`src/rtl/jump_pkg.sv`:
```
// rtl/jump_pkg.sv - opcode constants and PC-select type shared by the jump stack unit
package jump_pkg;

  localparam logic [2:0] COND_TYPE    = 3'b100;
  localparam logic [1:0] BZ_FN        = 2'b00;
  localparam logic [1:0] BNZ_FN       = 2'b01;
  localparam logic [3:0] NONCOND_TYPE = 4'b1010;
  localparam logic [4:0] JMP_OP       = 5'b10100;
  localparam logic [4:0] JSB_OP       = 5'b10101;
  localparam logic [5:0] RTS_OP       = 6'b101100;

  typedef struct packed {
    logic plus1;
    logic offset;
    logic cnst;
    logic stack;
  } pc_sel_t;

  localparam pc_sel_t PC_SEL_PLUS1  = pc_sel_t'(4'b1000);
  localparam pc_sel_t PC_SEL_OFFSET = pc_sel_t'(4'b0100);
  localparam pc_sel_t PC_SEL_CONST  = pc_sel_t'(4'b0010);
  localparam pc_sel_t PC_SEL_STACK  = pc_sel_t'(4'b0001);

endpackage

```
`src/rtl/ret_addr_stack.sv`:
```
// rtl/ret_addr_stack.sv - circular return-address stack with occupancy and error flags
// JUMP_STACK_ERR_STICKY_EN selects sticky registered error flags instead of single-cycle pulses.
module ret_addr_stack #(
  parameter int ADDR_W = 12,
  parameter int DEPTH  = 8
) (
  input  logic                       clk,
  input  logic                       rst_n,
  input  logic                       i_push,
  input  logic                       i_pop,
  input  logic [ADDR_W-1:0]          i_push_data,
  output logic [ADDR_W-1:0]          o_ret_addr,
  output logic [$clog2(DEPTH+1)-1:0] o_count,
  output logic                       o_full,
  output logic                       o_empty,
  output logic                       o_overflow_err,
  output logic                       o_underflow_err
);

  localparam int PTR_W = $clog2(DEPTH);
  localparam int CNT_W = $clog2(DEPTH+1);
  localparam logic [CNT_W-1:0] FULL_CNT = CNT_W'(DEPTH);

  logic [ADDR_W-1:0] r_mem [DEPTH];
  logic [PTR_W-1:0]  r_sp;
  logic [CNT_W-1:0]  r_count;

  logic [PTR_W-1:0]  w_top_idx;
  logic              w_full;
  logic              w_empty;
  logic              w_ovf_evt;
  logic              w_unf_evt;

  assign w_top_idx = r_sp - PTR_W'(1);
  assign w_full    = (r_count == FULL_CNT);
  assign w_empty   = (r_count == '0);
  assign w_ovf_evt = i_push & w_full;
  assign w_unf_evt = i_pop & w_empty;

  // Entries are never cleared; the count alone decides what is valid.
  always_ff @(posedge clk) begin
    if (rst_n && i_push) begin
      r_mem[r_sp] <= i_push_data;
    end
  end

  always_ff @(posedge clk) begin
    if (!rst_n) begin
      r_sp    <= '0;
      r_count <= '0;
    end else if (i_push) begin
      r_sp <= r_sp + PTR_W'(1);
      if (!w_full) begin
        r_count <= r_count + CNT_W'(1);
      end
    end else if (i_pop && !w_empty) begin
      r_sp    <= w_top_idx;
      r_count <= r_count - CNT_W'(1);
    end
  end

  assign o_ret_addr = w_empty ? '0 : r_mem[w_top_idx];
  assign o_count    = r_count;
  assign o_full     = w_full;
  assign o_empty    = w_empty;

`ifdef JUMP_STACK_ERR_STICKY_EN
  logic r_ovf_err;
  logic r_unf_err;

  always_ff @(posedge clk) begin
    if (!rst_n) begin
      r_ovf_err <= 1'b0;
      r_unf_err <= 1'b0;
    end else begin
      if (w_ovf_evt) r_ovf_err <= 1'b1;
      if (w_unf_evt) r_unf_err <= 1'b1;
    end
  end

  assign o_overflow_err  = r_ovf_err;
  assign o_underflow_err = r_unf_err;
`else
  assign o_overflow_err  = w_ovf_evt;
  assign o_underflow_err = w_unf_evt;
`endif

endmodule

```
`src/rtl/jump_stack_unit.sv`:
```
// rtl/jump_stack_unit.sv - ID-stage PC-redirect decode with stall gating over the return stack
// JUMP_STACK_ERR_STICKY_EN (in ret_addr_stack) makes the error flags sticky until reset.
module jump_stack_unit
  import jump_pkg::*;
#(
  parameter int ADDR_W = 12,
  parameter int DEPTH  = 8
) (
  input  logic                       clk,
  input  logic                       rst_n,
  input  logic                       stall,
  input  logic [5:0]                 opcode,
  input  logic                       is_equal,
  input  logic [ADDR_W-1:0]          pc_plus1,
  output logic                       sel_PC_src_plus1,
  output logic                       sel_PC_src_offset,
  output logic                       sel_PC_src_const,
  output logic                       sel_PC_src_stack,
  output logic                       flush_PR1,
  output logic [ADDR_W-1:0]          ret_addr,
  output logic [$clog2(DEPTH+1)-1:0] stack_count,
  output logic                       stack_full,
  output logic                       stack_empty,
  output logic                       overflow_err,
  output logic                       underflow_err
);

  pc_sel_t w_sel;
  logic    w_flush;
  logic    w_push;
  logic    w_pop;
  logic    w_br_taken;

  assign w_br_taken = ((opcode[1:0] == BZ_FN)  &&  is_equal) ||
                      ((opcode[1:0] == BNZ_FN) && !is_equal);

  // A stalled ID stage must neither redirect nor touch the stack.
  always_comb begin
    w_sel   = PC_SEL_PLUS1;
    w_flush = 1'b0;
    w_push  = 1'b0;
    w_pop   = 1'b0;
    if (!stall) begin
      if (opcode[5:3] == COND_TYPE) begin
        if (w_br_taken) begin
          w_sel   = PC_SEL_OFFSET;
          w_flush = 1'b1;
        end
      end else if (opcode[5:2] == NONCOND_TYPE) begin
        w_sel   = PC_SEL_CONST;
        w_flush = 1'b1;
        w_push  = (opcode[5:1] == JSB_OP);
      end else if (opcode == RTS_OP) begin
        w_sel   = PC_SEL_STACK;
        w_flush = 1'b1;
        w_pop   = 1'b1;
      end
    end
  end

  assign sel_PC_src_plus1  = w_sel.plus1;
  assign sel_PC_src_offset = w_sel.offset;
  assign sel_PC_src_const  = w_sel.cnst;
  assign sel_PC_src_stack  = w_sel.stack;
  assign flush_PR1         = w_flush;

  ret_addr_stack #(
    .ADDR_W (ADDR_W),
    .DEPTH  (DEPTH)
  ) u_ret_addr_stack (
    .clk             (clk),
    .rst_n           (rst_n),
    .i_push          (w_push),
    .i_pop           (w_pop),
    .i_push_data     (pc_plus1),
    .o_ret_addr      (ret_addr),
    .o_count         (stack_count),
    .o_full          (stack_full),
    .o_empty         (stack_empty),
    .o_overflow_err  (overflow_err),
    .o_underflow_err (underflow_err)
  );

endmodule

```
`config.mk`:
```
export PLATFORM = sky130hd
export DESIGN_NAME = jump_stack_unit
export DESIGN_NICKNAME = d
export VERILOG_FILES = /design/src/rtl/jump_pkg.sv /design/src/rtl/ret_addr_stack.sv /design/src/rtl/jump_stack_unit.sv
export SDC_FILE = /design/constraint.sdc
export NUM_CORES = 1
export LEC_CHECK = 0
export ABC_AREA = 1
export CAP_MARGIN = 20
export CORE_MARGIN = 1.5
export CORE_UTILIZATION = 51
export DETAILED_ROUTE_END_ITERATION = 10
export PLACE_DENSITY = 0.73
export SYNTH_ARGS = -nofsm -noshare
export SYNTH_HDL_FRONTEND = slang
export SYNTH_SLANG_ARGS = --single-unit
```
`constraint.sdc`:
```
create_clock -name clk -period 2.5 [get_ports clk]
set_input_delay 0.5 -clock clk [delete_from_list [all_inputs] [get_ports clk]]
set_output_delay 0.5 -clock clk [all_outputs]
set_load 0.01 [all_outputs]
```
==> results of run 1 <==
-- cells in the mapped netlist (all sizes together) --
cell      n
o32ai    12
nand3    11
nor3      4
fa        1
edfxtp   96
o22ai     1
inv      24
nand4     2
xor2      1
o21ai    65
nand2    23
dfxtp     7
clkbuf    6
ha        4
nor2    117
a21oi     6
buf      13
xnor2     3
-- sequential cells by signal, summed over array words and instances (netlist names) --
| name | flops |
|---|---|
| u_ret_addr_stack.r_mem | 96 |
| u_ret_addr_stack.o_count | 4 |
| u_ret_addr_stack.r_sp | 3 |
-- per-layer routing --
metal	vias to the layer above	track usage [%]
met5	-	0
li1	1546	-
met4	0	10.0
met3	32	5.77
met1	1536	30.1
met2	123	37.0
-- metrics by stage --
stage | instance area (um2) | utilization [%] | total power, W | cells
5_1_grt | 5530 | 66.6 | 0.00319 | 587
4_1_cts | 5510 | 66.4 | 0.00311 | 584
6_report | 5530 | 66.6 | 0.00310 | 587
2_1_floorplan | 4430 | - | 0.00198 | 396
3_3_place_gp | 5240 | 63.2 | 0.00208 | 568
3_5_place_dp | 5240 | 63.2 | 0.00208 | 568
-- critical path: cells and delay by family (launching register included) --
kind                     cells  cell delay (ps)
buffers and inverters        3              380
flip-flops                   1              360
adder cells (fa/ha/maj)      1              330
AND/OR/NAND/NOR              2              250
AO/OA/AOI/OAI                2              240
-- final cells by class --
type	instances	area share, %
clock buffers	10	2.31
repair buffers	89	14.3
clock inverters	6	1.38
flip-flops and latches	103	54.7
inverters	24	1.63
multi-input cells	250	23.3
well taps	105	2.38
-- cells by family (layout without fill, tap and decap cells) --
group,Yosys count,after routing,share of synthesized area [%]
flops,103,103,68.2
compound gates,84,84,10.5
simple gates,157,157,14.4
xor+xnor,4,4,0.960
fa+ha+maj,5,5,1.58
buf+inv,43,129,4.32
-- timing repair --
item,in CTS,in global routing
gates resized for setup,51,33
pin swaps,2,10
buffers inserted,0,2
endpoints found under the setup margin,16,14
gates cloned,0,1
-- how the worst max path moves through the flow --
stage | endpoint | slack (ps) | depth (start not counted)
6_report | ret_addr[7] | 80 | 8
2_1_floorplan | u_ret_addr_stack.r_mem[6][0] | 150 | 5
4_1_cts | ret_addr[9] | -20 | 8
3_5_place_dp | u_ret_addr_stack.r_mem[2][5] | -60 | 7
5_1_grt | ret_addr[9] | -20 | 8
3_3_place_gp | ret_addr[7] | -30 | 7
-- report_power, final --
| part | total, W | switching, W | internal (W) |
|---|---|---|---|
| Clock | 0.00106 | 0.000578 | 0.000481 |
| Combinational | 0.000160 | 0.0000888 | 0.0000715 |
| Sequential | 0.00188 | 0.00000203 | 0.00188 |
| Total | 0.00310 | 0.000668 | 0.00243 |
==> results.sh, run 1 <==
export IMPL_fin_setup_tns_ps=0
export IMPL_clk_root_buffer_cell="clkbuf_8"
export IMPL_drt_iter0_markers=239
export IMPL_synth_seq_cells=103
export IMPL_slew_violations=0
export IMPL_final_cell_mix="114 x nor2_1, 96 x edfxtp_1, 48 x o21ai_0, 36 x buf_4, 26 x clkdlybuf4s50_1"
export IMPL_drt_vias_per_instance=5.51
export IMPL_syn_cell_area_um2=4430
export IMPL_fp_dieH_um=96.2
export IMPL_highest_layer="met4"
export IMPL_cts_sinks=103
export IMPL_hp_start="u_ret_addr_stack.o_count[3]"
export IMPL_io_pins=47
export IMPL_io_buffers=46
export IMPL_finalNetCount=504
export IMPL_htree_levels=3
export IMPL_dr_pass1_iters=4
export IMPL_leakage_nw=2.14
export IMPL_synth_nets=423
export IMPL_insertion_delay_ps=370
export IMPL_holdPathStages=2
export IMPL_vias=3237
export IMPL_cts_hold_buf=0
export IMPL_grt_max_degree=50
export IMPL_drc=0
export IMPL_die_w_um=96.2
export IMPL_final_common_cell="nor2_1"
export IMPL_wl_per_cell_um=16.9
export IMPL_gp_congestion=0.809
export IMPL_ys_warn_count=0
export IMPL_whs_ps=565
export IMPL_max_stage_delay_ps=360
export IMPL_fin_crit_sh_pct=96.7
export IMPL_critical_path_class="register to output pin"
export IMPL_dp_slack_ps=-61.0
export IMPL_hpwl_um=6360
export IMPL_totalWireLength_um=9890
export IMPL_status="finished clean"
export IMPL_period_needed_ps=2420
export IMPL_worst_slack_ps=81.7
export IMPL_rr_endpoint="u_ret_addr_stack.r_mem[2][7]"
export IMPL_synth_top_area_cell="edfxtp_1"
export IMPL_crit_required_ps=2000
export IMPL_worstPathArrival_ps=1920
export IMPL_hold_path_class="register to register"
export IMPL_path_max_fanout=12
export IMPL_synth_top_cell_area_share_pct=65.0
export IMPL_cp_slowest_cell="dfxtp_2"
export IMPL_fillers=615
export IMPL_p_per_area_nw_per_um2=561
export IMPL_reg2reg_setup_slack_ps=660
export IMPL_syn_inst=396
export IMPL_track_usage_pct=23.2
export IMPL_synth_distinct_cells=28
export IMPL_finClkSkew_ps=8.88
export IMPL_antenna_found_initial=0
export IMPL_gr_total_overflow=0
export IMPL_drive_above_1_share_pct=18.9
export IMPL_met3RoutedLength_um=667
export IMPL_die_area_um2=9260
export IMPL_crit_top_cell="nor2_1"
export IMPL_rows=33
export IMPL_worstSetupStartpointType="register"
export IMPL_ir_worst_vdd_mv=0.498
export IMPL_rr_startpoint="u_ret_addr_stack.r_sp[0]"
export IMPL_start_util_pct=53.4
export IMPL_synthToLayoutAreaGrowth_pct=24.8
export IMPL_cts_tree="yes"
export IMPL_ys_seq_area_share_pct=68.2
export IMPL_seq_area_um2=3030
export IMPL_wl_met1_um=4260
export IMPL_hold_path_endpoint="u_ret_addr_stack.o_count[3]"
export IMPL_setup_viol=0
export IMPL_worst_setup_path_end_kind="output pin"
export IMPL_clk_pin_slew_ps=90
export IMPL_fmax_ghz=0.414
export IMPL_antenna_cells=0
export IMPL_grt_first_pass_wirelength_um=15500
export IMPL_grt_setup_unrepaired="true"
export IMPL_grt_pass1_vias=3161
export IMPL_finalHoldViolations=0
export IMPL_cts_inserted_buffers=9
export IMPL_antenna_left=0
export IMPL_relSlewSlack_pct=77.5
export IMPL_core_area_um2=8300
export IMPL_worstMarginPinSlew_ps=336
export IMPL_multiInputGateArea_um2=1290
export IMPL_met2_length_um=4690
export IMPL_maxCapViolCount=0
export IMPL_crit_path_start="u_ret_addr_stack.r_sp[0]"
export IMPL_crit_chain="inv_2, ha_4, buf_8, o21ai_0, o32ai_2, nor2_1, nor2_1, buf_2"
export IMPL_max_clock_path_buffers=2
export IMPL_worst_r2r_path_depth=5
export IMPL_ys_top_cells_by_area="edfxtp_1 65%, nor2_1 9.7%, o21ai_0 6.9%"
export IMPL_syn_avg_cell_area_um2=11.2
Note: power is estimated with default switching activity, not from simulation.
==> run 2, diff against run 1 <==
--- a/config.mk
+++ b/config.mk
@@ -11,6 +11,7 @@
 export CORE_UTILIZATION = 51
 export DETAILED_ROUTE_END_ITERATION = 10
 export PLACE_DENSITY = 0.73
+export SETUP_SLACK_MARGIN = 0.1
 export SYNTH_ARGS = -nofsm -noshare
 export SYNTH_HDL_FRONTEND = slang
 export SYNTH_SLANG_ARGS = --single-unit
==> results.sh, run 2 (synthesis gave the netlist of run 1 again) <==
export IMPL_io_pins=47
export IMPL_top_register="u_ret_addr_stack.r_mem"
export IMPL_rows=33
export IMPL_critical_path_class="register to output pin"
export IMPL_core_area_um2=8300
export IMPL_critical_path_top_delay_family="flip-flops"
export IMPL_worstMarginPinSlew_ps=337
export IMPL_clk_pin_slew_ps=100
export IMPL_cts_tree="yes"
export IMPL_finalHoldViolations=0
export IMPL_fin_crit_sh_pct=97.4
export IMPL_crit_required_ps=2000
export IMPL_maxCapViolCount=0
export IMPL_crit_chain="inv_4, ha_4, buf_16, o32ai_4, nor2_1, nor2_1, buf_2"
export IMPL_track_usage_pct=23.9
export IMPL_path_buf_inv=3
export IMPL_worst_setup_path_end_kind="output pin"
export IMPL_dr_pass1_iters=4
export IMPL_grt_pass1_vias=3216
export IMPL_finalPower_w=0.00311
export IMPL_status="finished clean"
export IMPL_hpwl_um=6360
export IMPL_slew_violations=0
export IMPL_stdcell_count=586
export IMPL_synthToLayoutAreaGrowth_pct=28.2
export IMPL_worst_slack_ps=64.9
export IMPL_relSlewSlack_pct=77.4
export IMPL_fmax_ghz=0.411
export IMPL_grt_max_degree=50
export IMPL_period_needed_ps=2440
export IMPL_gr_total_overflow=0
export IMPL_drc=0
export IMPL_ir_worst_vdd_mv=0.497
export IMPL_antenna_cells=0
export IMPL_worstPathArrival_ps=1940
export IMPL_fp_dieH_um=96.2
export IMPL_seq_area_um2=3030
export IMPL_max_clock_path_buffers=2
export IMPL_hold_path_class="register to register"
export IMPL_grt_first_pass_wirelength_um=15900
export IMPL_place_inst=568
export IMPL_wl_per_cell_um=17.3
export IMPL_setup_viol=0
export IMPL_die_area_um2=9260
export IMPL_start_util_pct=53.4
export IMPL_antenna_found_initial=0
export IMPL_finalNetCount=503
export IMPL_largest_register_ffs=96
export IMPL_vias=3252
export IMPL_clk_root_buffer_cell="clkbuf_8"
export IMPL_whs_ps=568
export IMPL_crit_top_cell="nor2_1"
export IMPL_cp_slowest_cell="dfxtp_4"
export IMPL_drt_iter0_markers=202
export IMPL_final_cell_mix="106 x nor2_1, 96 x edfxtp_1, 34 x o21ai_1, 33 x buf_4, 27 x o21ai_0"
export IMPL_gp_congestion=0.809
export IMPL_totalWireLength_um=10100
export IMPL_drive_above_1_share_pct=22.2
export IMPL_utilization_pct=68.5
export IMPL_worstSetupStartpointType="register"
export IMPL_antenna_left=0
export IMPL_htree_levels=3
export IMPL_dp_slack_ps=-61.0
export IMPL_fillers=586
export IMPL_path_max_fanout=6
export IMPL_cts_inserted_buffers=9
export IMPL_grt_setup_unrepaired="true"
export IMPL_max_stage_delay_ps=380
export IMPL_leakage_nw=2.14
export IMPL_cts_sinks=103
export IMPL_multiInputGateArea_um2=1430
export IMPL_drt_vias_per_instance=5.55
export IMPL_final_common_cell="nor2_1"
export IMPL_insertion_delay_ps=360
export IMPL_p_per_area_nw_per_um2=546
export IMPL_finClkSkew_ps=7.74
export IMPL_die_w_um=96.2
export IMPL_io_buffers=46
[run 2: changes by cell type in the layout (fill, tap and decap cells not counted), sizes merged]
| cell | previous run | this run |
|---|---|---|
| buf | 47 | 54 |
| dlygate4sd2 | 3 | 7 |
| clkbuf | 18 | 10 |
| dlymetal6s2s | 5 | 1 |
[run 2: final cells by class]
class	count	share of cell area, %
inverter	24	1.63
clock buffer	10	2.25
sequential	103	53.3
multi-input combinational	250	25.2
clock inverter	6	1.34
tap	105	2.31
timing repair buffer	88	14.0
[run 2: repair_timing]
| item | in CTS | in global routing |
|---|---|---|
| resized for setup | 99 | 44 |
| setup endpoints to repair | 19 | 14 |
| setup buffers | 1 | 0 |
| pin swaps | 9 | 12 |
| cloned | 2 | 0 |
| hold buffers | 0 | 0 |
[run 2: path summary, 6_finish.rpt]
path / start / end / slack (ps) / cells after the start
worst min register to register: u_ret_addr_stack.o_count[3] / u_ret_addr_stack.o_count[3] / 570 / 2
worst max-delay path: u_ret_addr_stack.r_sp[0] / ret_addr[7] / 60 / 7
worst min-delay path: u_ret_addr_stack.o_count[3] / u_ret_addr_stack.o_count[3] / 570 / 2
worst max register to register: u_ret_addr_stack.r_sp[0] / u_ret_addr_stack.r_mem[2][7] / 680 / 5
[run 2: layer usage]
metal | up-vias | global-route usage (%) | share of wire [%]
met2 | 135 | 38.1 | 48
met5 | - | 0 | 0
li1 | 1550 | - | -
met4 | 0 | 11.2 | 3.2
met1 | 1538 | 30.9 | 42
met3 | 29 | 5.69 | 6.2
[run 2: power by group]
part | switching, W | internal [W] | total (W)
logic | 0.0000918 | 0.0000764 | 0.000168
registers | 0.00000221 | 0.00188 | 0.00188
clock network | 0.000574 | 0.000481 | 0.00106
[run 2: stage by stage]
step	area, um2	setup TNS (ps)
2_1_floorplan	4430	0
3_3_place_gp	5240	-163
3_5_place_dp	5240	-994
4_1_cts	5620	0
5_1_grt	5680	0
6_report	5680	0
[run 2: worst register-to-register path, delay by kind of cell (launching register included)]
| kind | cells | cell delay (ps) |
|---|---|---|
| flip-flops | 1 | 370 |
| buffers and inverters | 3 | 630 |
| AND/OR/NAND/NOR | 2 | 520 |
